==> src/rtl/cp0_exc_sequencer.sv <==
// Sequences CP0 writes for exception entry, ERET and MTC0 through a single write port,
// stalling the core during multi-cycle sequences and redirecting the PC at the end.
module cp0_exc_sequencer #(
  parameter logic [31:0] EXC_VECTOR   = 32'h00400004,
  parameter int          STATUS_SHIFT = 5
) (
  input  logic        clk,
  input  logic        rst,
  input  logic        valid_i,
  input  logic        syscall_i,
  input  logic        break_i,
  input  logic        teq_i,
  input  logic        teq_eq_i,
  input  logic        eret_i,
  input  logic        mtc0_i,
  input  logic [4:0]  rd_i,
  input  logic [31:0] rt_data_i,
  input  logic [31:0] npc_i,
  input  logic [31:0] status_i,
  input  logic [31:0] cause_i,
  input  logic [31:0] epc_i,
  output logic        stall_o,
  output logic        cp0_we_o,
  output logic [4:0]  cp0_waddr_o,
  output logic [31:0] cp0_wdata_o,
  output logic        pc_redirect_o,
  output logic [31:0] redirect_addr_o,
  output logic        busy_o
);

  typedef enum logic [2:0] {
    IDLE      = 3'd0,
    W_EPC     = 3'd1,
    W_CAUSE   = 3'd2,
    W_STATUS  = 3'd3,
    ER_STATUS = 3'd4,
    REDIRECT  = 3'd5
  } state_t;

  state_t      state_q, state_d;
  logic [4:0]  code_q, code_d;
  logic [31:0] addr_q, addr_d;   // saved npc (exception) or EPC (ERET)
  logic        eret_q, eret_d;

  logic        exc_take;
  logic [4:0]  exc_code;

  logic        stall, we, redirect;
  logic [4:0]  waddr;
  logic [31:0] wdata, raddr;

  always_comb begin
    exc_take = 1'b0;
    exc_code = 5'd0;
    if (status_i[0]) begin
      if (syscall_i && status_i[1]) begin
        exc_take = 1'b1;
        exc_code = 5'b01000;
      end else if (break_i && status_i[2]) begin
        exc_take = 1'b1;
        exc_code = 5'b01001;
      end else if (teq_i && teq_eq_i && status_i[3]) begin
        exc_take = 1'b1;
        exc_code = 5'b01101;
      end
    end
  end

  always_comb begin
    state_d  = state_q;
    code_d   = code_q;
    addr_d   = addr_q;
    eret_d   = eret_q;
    stall    = 1'b0;
    we       = 1'b0;
    waddr    = 5'd0;
    wdata    = 32'd0;
    redirect = 1'b0;
    raddr    = 32'd0;
    case (state_q)
      IDLE: begin
        if (valid_i) begin
          if (eret_i) begin
            stall   = 1'b1;
            addr_d  = epc_i;
            eret_d  = 1'b1;
            state_d = ER_STATUS;
          end else if (exc_take) begin
            stall   = 1'b1;
            addr_d  = npc_i;
            code_d  = exc_code;
            eret_d  = 1'b0;
            state_d = W_EPC;
          end else if (mtc0_i) begin
            we    = 1'b1;
            waddr = rd_i;
            wdata = rt_data_i;
          end
        end
      end
      W_EPC: begin
        stall   = 1'b1;
        we      = 1'b1;
        waddr   = 5'd14;
        wdata   = addr_q;
        state_d = W_CAUSE;
      end
      W_CAUSE: begin
        stall   = 1'b1;
        we      = 1'b1;
        waddr   = 5'd13;
        wdata   = (cause_i & ~32'h0000007C) | {25'd0, code_q, 2'b00};
        state_d = W_STATUS;
      end
      W_STATUS: begin
        stall   = 1'b1;
        we      = 1'b1;
        waddr   = 5'd12;
        wdata   = status_i << STATUS_SHIFT;
        state_d = REDIRECT;
      end
      ER_STATUS: begin
        stall   = 1'b1;
        we      = 1'b1;
        waddr   = 5'd12;
        wdata   = status_i >> STATUS_SHIFT;
        state_d = REDIRECT;
      end
      REDIRECT: begin
        redirect = 1'b1;
        raddr    = eret_q ? addr_q : EXC_VECTOR;
        state_d  = IDLE;
      end
      default: state_d = IDLE;
    endcase
  end

  always_ff @(posedge clk) begin
    if (rst) begin
      state_q <= IDLE;
      code_q  <= 5'd0;
      addr_q  <= 32'd0;
      eret_q  <= 1'b0;
    end else begin
      state_q <= state_d;
      code_q  <= code_d;
      addr_q  <= addr_d;
      eret_q  <= eret_d;
    end
  end

  // Outputs are forced quiet while reset is held, even though IDLE decode is combinational.
  always_comb begin
    stall_o         = stall & ~rst;
    cp0_we_o        = we & ~rst;
    cp0_waddr_o     = rst ? 5'd0 : waddr;
    cp0_wdata_o     = rst ? 32'd0 : wdata;
    pc_redirect_o   = redirect & ~rst;
    redirect_addr_o = rst ? 32'd0 : raddr;
    busy_o          = (state_q != IDLE) & ~rst;
  end

endmodule

==> config.mk <==
export PLATFORM = sky130hd
export DESIGN_NAME = cp0_exc_sequencer
export DESIGN_NICKNAME = d
export VERILOG_FILES = /design/src/rtl/cp0_exc_sequencer.sv
export SDC_FILE = /design/constraint.sdc
export NUM_CORES = 1
export LEC_CHECK = 0
export CAP_MARGIN = 30
export CORE_MARGIN = 1
export CORE_UTILIZATION = 35
export CTS_BUF_LIST = sky130_fd_sc_hd__clkbuf_8
export DETAILED_ROUTE_END_ITERATION = 7
export HOLD_SLACK_MARGIN = 0.03
export MAX_ROUTING_LAYER = met4
export PLACE_DENSITY = 0.8
export SYNTH_ARGS = -nofsm -noshare
export SYNTH_HDL_FRONTEND = slang
export SYNTH_SLANG_ARGS = --single-unit
==> constraint.sdc <==
create_clock -name clk -period 4 [get_ports clk]
set_clock_uncertainty 0.2 [all_clocks]
set_input_delay 1.2 -clock clk [delete_from_list [all_inputs] [get_ports clk]]
set_output_delay 1.2 -clock clk [all_outputs]
set_load 0.1 [all_outputs]
==> results of run 1 <==
-- synthesized netlist by cell type, types with 2 or more instances --
cell type,n
buf_6,6
mux2i_1,33
a221oi_1,21
a22o_1,27
nand3_1,3
mux2_2,5
a21oi_1,42
clkbuf_1,29
a21o_1,3
nor3_1,2
inv_1,4
a211oi_1,33
dfxtp_1,39
buf_1,3
nor2_1,8
nand2_1,7
a41oi_1,2
nor2b_1,4
nor3b_1,3
o21ai_0,4
nor3b_2,2
o2bb2ai_1,28
buf_2,8
and3_1,30
a22oi_1,11
and2_1,2
-- final timing paths --
check,end,slack [ns],cells after the start
max reg2reg,addr_q[21],1.68,5
min,addr_q[2],0.35,2
min reg2reg,addr_q[2],0.35,2
max,cp0_wdata_o[24],-0.02,5
-- report_power, final --
part / internal [mW] / total, mW / leakage (nW) / switching (mW)
logic: 0.492 / 1.12 / 2.53 / 0.625
clock network: 0.249 / 0.409 / 0.0644 / 0.160
registers: 0.433 / 0.490 / 0.321 / 0.0572
total: 1.17 / 2.02 / 2.91 / 0.842
-- tightest hold or removal path, stage by stage (launching register included) --
cell	delay (ns)
dfxtp_1	0.33
a21oi_1	0.11
a211oi_1	0.06
-- layout make-up --
| cell class | instances | area (um^2) | share of cell area, % |
|---|---|---|---|
| sequential | 39 | 781 | 10.4 |
| tap | 108 | 135 | 1.79 |
| timing repair buffer | 296 | 3640 | 48.3 |
| inverter | 4 | 15.0 | 0.199 |
| clock inverter | 3 | 67.6 | 0.897 |
| multi-input combinational | 282 | 2820 | 37.5 |
| clock buffer | 5 | 68.8 | 0.914 |
-- stage by stage --
| stage | setup TNS [ns] | util, % |
|---|---|---|
| after floorplan | -1.57 | - |
| after global placement | -11.22 | 82.0 |
| after detailed placement | -12.12 | 82.0 |
| after CTS | 0 | 85.7 |
| after global routing | -0.131 | 86.3 |
| final | -0.0240 | 86.3 |
-- logic make-up (layout without fill, tap and decap cells) --
| logic type | Yosys count | count (layout) | synth area share, % |
|---|---|---|---|
| buffers and inverters | 50 | 308 | 7.70 |
| flip-flops | 39 | 39 | 24.8 |
| AO/OA/AOI/OAI | 177 | 177 | 41.7 |
| multiplexers | 38 | 38 | 12.3 |
| AND/OR/NAND/NOR | 66 | 66 | 13.3 |
| XOR/XNOR | 1 | 1 | 0.278 |
-- sequential cells by signal, indices dropped and copies added, names as in the netlist --
| signal | count |
|---|---|
| addr_q | 32 |
| code_q | 3 |
| state_q | 3 |
| eret_q | 1 |
-- per-layer routing --
layer	track usage [%]	up-vias	routed length (um)
met1	42.4	2213	6410
met4	20.7	0	1040
met2	67.5	304	9600
met5	-	-	0
met3	7.80	77	1370
li1	-	2009	-
-- repair_timing --
action / in CTS / in global routing
buffers inserted: 5 / 1
gates resized for setup: 50 / 11
endpoints found under the setup margin: 38 / 23
pin swaps: 8 / 2
hold buffers: 0 / 0
gates cloned: 2 / 0
==> results.json, run 1 <==
{
  "ys_top_cells_by_area": "dfxtp_1 25%, mux2i_1 10%, a211oi_1 7.9%",
  "grt_usage_pct": 39.2,
  "timing.final.hold_violations": 0,
  "timing.hold.ws_ns": 0.350,
  "grt_pass1_wl_um": 27400,
  "ys.flop_type": "dfxtp_1",
  "yosys_warnings": 0,
  "avgSynthCellArea_um2": 8.50,
  "rr_startpoint": "state_q[0]",
  "worstMarginPinSlew_ns": 0.705,
  "port-buffer-count": 241,
  "hold_class": "register to register",
  "crit_fanout": 1,
  "violations": "setup timing",
  "initial_core_util_pct": 36.2,
  "fin_area_um2": 7530,
  "place.gp.congestion": 0.907,
  "ios": 247,
  "netlist_area_um2": 3150,
  "netlist_instances": 371,
  "antenna_found_initial": 0,
  "cts-root-buf": "clkbuf_8",
  "synth_edf_count": 0,
  "cp.buffers_inverters": 2,
  "cts_sinks": 39,
  "n_antenna_cell": 0,
  "nNetsFinal": 802,
  "stdcell_count": 737,
  "rows": 34,
  "ant_nets": 0,
  "numCtsBuffers": 5,
  "synth.top_cell.area_share_pct": 24.8,
  "synthesis.nets": 545,
  "slew_violations": 0,
  "drt_pass1_iterations": 5,
  "ys_seq_area_share_pct": 24.8,
  "synth_cell_types": 38,
  "slowest_stage": "clkdlybuf4s50_1",
  "grt_setup_unrepaired": "true",
  "die_h_um": 96.9,
  "cts_buffer_depth": 2,
  "h-tree-depth": 2,
  "post-route-min-period_ns": 4.02,
  "crit_path_start_kind": "input port",
  "drt_iter0_markers": 291,
  "drive_above_1_share_pct": 38.8,
  "startpoint": "cause_i[24]",
  "crit_family": "compound AO/OA/AOI/OAI gates",
  "areaGrowthSynthToFinish_pct": 139,
  "status": "finished with violations",
  "finalCritPeriodShare_pct": 101,
  "totalPowerFinal_mw": 2.02,
  "core_area_um2": 8720,
  "synth_seq_cells": 39,
  "insertion_delay_ns": 0.30,
  "wl_per_cell_um": 25.0,
  "worstHoldStart": "addr_q[2]",
  "fillerInstances": 427,
  "place_inst": 721,
  "fmax_mhz": 249,
  "relSlewSlack_pct": 53.0,
  "path_cells": "clkdlybuf4s50_1 > a22o_1 > a221oi_1 > o2bb2ai_4 > buf_12",
  "routed_wirelength_um": 18400,
  "pre_cts_slack_ns": -0.377,
  "final_common_cell": "clkdlybuf4s50_1",
  "cts_tree": "yes",
  "path_clk_slew_ns": 0.08,
  "design.die.area_um2": 9390,
  "ys_async_sr_fraction_pct": 0,
  "first_global_vias": 4747,
  "overflow": 0,
  "maxCapViolations": 0,
  "finalWorstSetupSlack_ns": -0.0240,
  "grt_max_degree": 36,
  "dp_hpwl_um": 13100,
  "crit_type": "input port to primary output",
  "final-setup-viol-count": 1,
  "worstPathRequired_ns": 2.60,
  "final_cell_mix": "156 x clkdlybuf4s50_1, 79 x buf_12, 45 x buf_4, 40 x a21oi_1, 39 x dfxtp_1",
  "power.density_nw_per_um2": 268,
  "cp-end-kind": "primary output",
  "vias": 4603,
  "irDropWorstVdd_uv": 157,
  "dieWidth_um": 96.9,
  "leakagePower_nw": 2.91,
  "cpPeakStageDelay_ns": 0.42,
  "dpl_cell_area_um2": 7150,
  "drc": 0,
  "yosys.area.top_type": "dfxtp_1",
  "cp.arrival_ns": 2.62,
  "via_per_inst": 6.25
}
Note: power is estimated with default switching activity, not from simulation.
==> run 2, diff against run 1 <==
PLACE_DENSITY = not set   (was 0.8)
PLACE_DENSITY_LB_ADDON = 0.05   (was not set)
==> results.json, run 2 (synthesized netlist as in run 1, its figures left out) <==
{
  "hold_path_depth": 2,
  "cts_buffer_depth": 2,
  "cts-root-buf": "clkbuf_8",
  "top_regs": "addr_q: 32 flops, code_q: 3 flops, state_q: 3 flops",
  "p_int_mw": 1.12,
  "irDropWorstVdd_uv": 155,
  "path_clk_slew_ns": 0.08,
  "crit_path_start_kind": "input port",
  "worstPathRequired_ns": 2.60,
  "rrSetupSlack_ns": 1.64,
  "first_global_vias": 4695,
  "cts_tree": "yes",
  "rr_startpoint": "state_q[2]",
  "rows": 34,
  "core_area_um2": 8720,
  "areaGrowthSynthToFinish_pct": 136,
  "fmax_mhz": 252,
  "switchingPower_uw": 817,
  "insertion_delay_ns": 0.30,
  "grt_usage_pct": 35.3,
  "slew_violations": 0,
  "drt_pass1_iterations": 4,
  "leakagePower_nw": 2.86,
  "via_per_inst": 6.06,
  "ios": 247,
  "nNetsFinal": 799,
  "final_common_cell": "clkdlybuf4s50_1",
  "cp-end-kind": "primary output",
  "overflow": 0,
  "wl_per_cell_um": 22.7,
  "timing.final.hold_violations": 0,
  "port-buffer-count": 241,
  "whs_endpoint": "code_q[3]",
  "routed_wirelength_um": 16600,
  "drc": 0,
  "maxCapViolations": 0,
  "pre_cts_slack_ns": -0.321,
  "h-tree-depth": 2,
  "relSlewSlack_pct": 29.6,
  "pwr-share-seq_pct": 25.5,
  "finalWorstSetupSlack_ns": 0.0340,
  "hold_class": "register to register",
  "crit_fanout": 2,
  "ant_nets": 0,
  "dpl_cell_area_um2": 7170,
  "n_antenna_cell": 0,
  "cts_sinks": 39,
  "finalCritPeriodShare_pct": 99.2,
  "final-setup-viol-count": 0,
  "r2r-end": "addr_q[20]",
  "grt_max_degree": 36,
  "crit_type": "input port to primary output",
  "fin_area_um2": 7430,
  "initial_core_util_pct": 36.2,
  "final_cell_mix": "156 x clkdlybuf4s50_1, 78 x buf_12, 45 x buf_4, 40 x a21oi_1, 39 x dfxtp_1",
  "swShare_pct": 42.1,
  "top_register": "addr_q",
  "status": "completed",
  "grt_setup_unrepaired": "false",
  "largest_reg_flops": 32,
  "combPwrFrac_pct": 56.3,
  "cp.arrival_ns": 2.57,
  "grt_pass1_wl_um": 25300,
  "power.density_nw_per_um2": 261,
  "ff2ff_path_depth": 5,
  "worstHoldStart": "code_q[3]",
  "drive_above_1_share_pct": 37.7,
  "design.die.area_um2": 9390,
  "die_h_um": 96.9,
  "numCtsBuffers": 5,
  "vias": 4448,
  "place.gp.congestion": 0.881,
  "worstMarginPinSlew_ns": 1.05,
  "post-route-min-period_ns": 3.97,
  "antenna_found_initial": 0,
  "power_frac_clock_pct": 18.2,
  "drt_iter0_markers": 203,
  "dp_hpwl_um": 12600,
  "dieWidth_um": 96.9,
  "cts_hold_buf": 0
}
run 2: cell types whose count changed in the layout (fill, tap and decap cells not counted), moves of 2 or more:
cell,before,now
a22o_2,0,3
a221oi_2,6,3
buf_2,8,3
buf_6,4,2
clkbuf_2,0,3
dlygate4sd2_1,2,4
a221oi_1,15,18
a22o_4,6,3
buf_16,2,0
run 2: what timing repair did:
item / 4_1_cts / 5_1_grt
pin swaps: 5 / 4
resized for setup: 31 / 11
gates cloned: 0 / 1
setup buffers: 3 / 1
setup endpoints to repair: 38 / 36
run 2: routing by layer:
metal,up-vias,track usage (%),wire length (um)
li1,1991,-,-
met1,2111,37.4,5990
met2,271,59.5,8310
met3,75,7.80,1270
met4,0,21.8,1090
met5,-,-,0
run 2: how the worst max path moves through the flow:
stage	cells past startpoint	to	from
after floorplan	4	redirect_addr_o[22]	rst
after global placement	8	cp0_wdata_o[6]	valid_i
after detailed placement	8	cp0_waddr_o[1]	status_i[1]
after CTS	6	cp0_wdata_o[25]	status_i[20]
after global routing	8	cp0_wdata_o[10]	teq_eq_i
final	6	cp0_wdata_o[17]	status_i[12]
run 2: stage by stage:
stage | hold WS [ns] | power [mW] | setup TNS, ns | util (%) | instances
4_1_cts | 0.293 | 1.92 | 0 | 84.7 | 732
3_3_place_gp | 0.262 | 1.54 | -11.20 | 82.3 | 721
6_report | 0.306 | 1.94 | 0 | 85.3 | 734
2_1_floorplan | 0.237 | 1.08 | -1.57 | - | 371
5_1_grt | 0.335 | 2.01 | 0 | 85.3 | 734
3_5_place_dp | 0.275 | 1.56 | -10.97 | 82.3 | 721
run 2: layout make-up:
| cell class | count | area, um^2 |
|---|---|---|
| Clock buffer | 6 | 82.6 |
| Clock inverter | 2 | 35.0 |
| Fill cell | 466 | 1290 |
| Inverter | 4 | 15.0 |
| Multi-Input combinational cell | 282 | 2800 |
| Sequential cell | 39 | 781 |
| Tap cell | 108 | 135 |
| Timing Repair Buffer | 293 | 3580 |
run 2: power by group through the flow:
stage,combinational [mW],sequential [mW],clock (mW)
2_1_floorplan,0.616,0.464,0
3_3_place_gp,1.04,0.497,0
3_5_place_dp,1.06,0.499,0
4_1_cts,1.08,0.492,0.353
5_1_grt,1.13,0.501,0.371
6_report,1.09,0.495,0.353
run 2: critical path, stage by stage:
cell and delay [ns]:
clkdlybuf4s50_1 0.48, a22o_1 0.26, a221oi_2 0.20, buf_4 0.16, o2bb2ai_4 0.07, buf_12 0.19
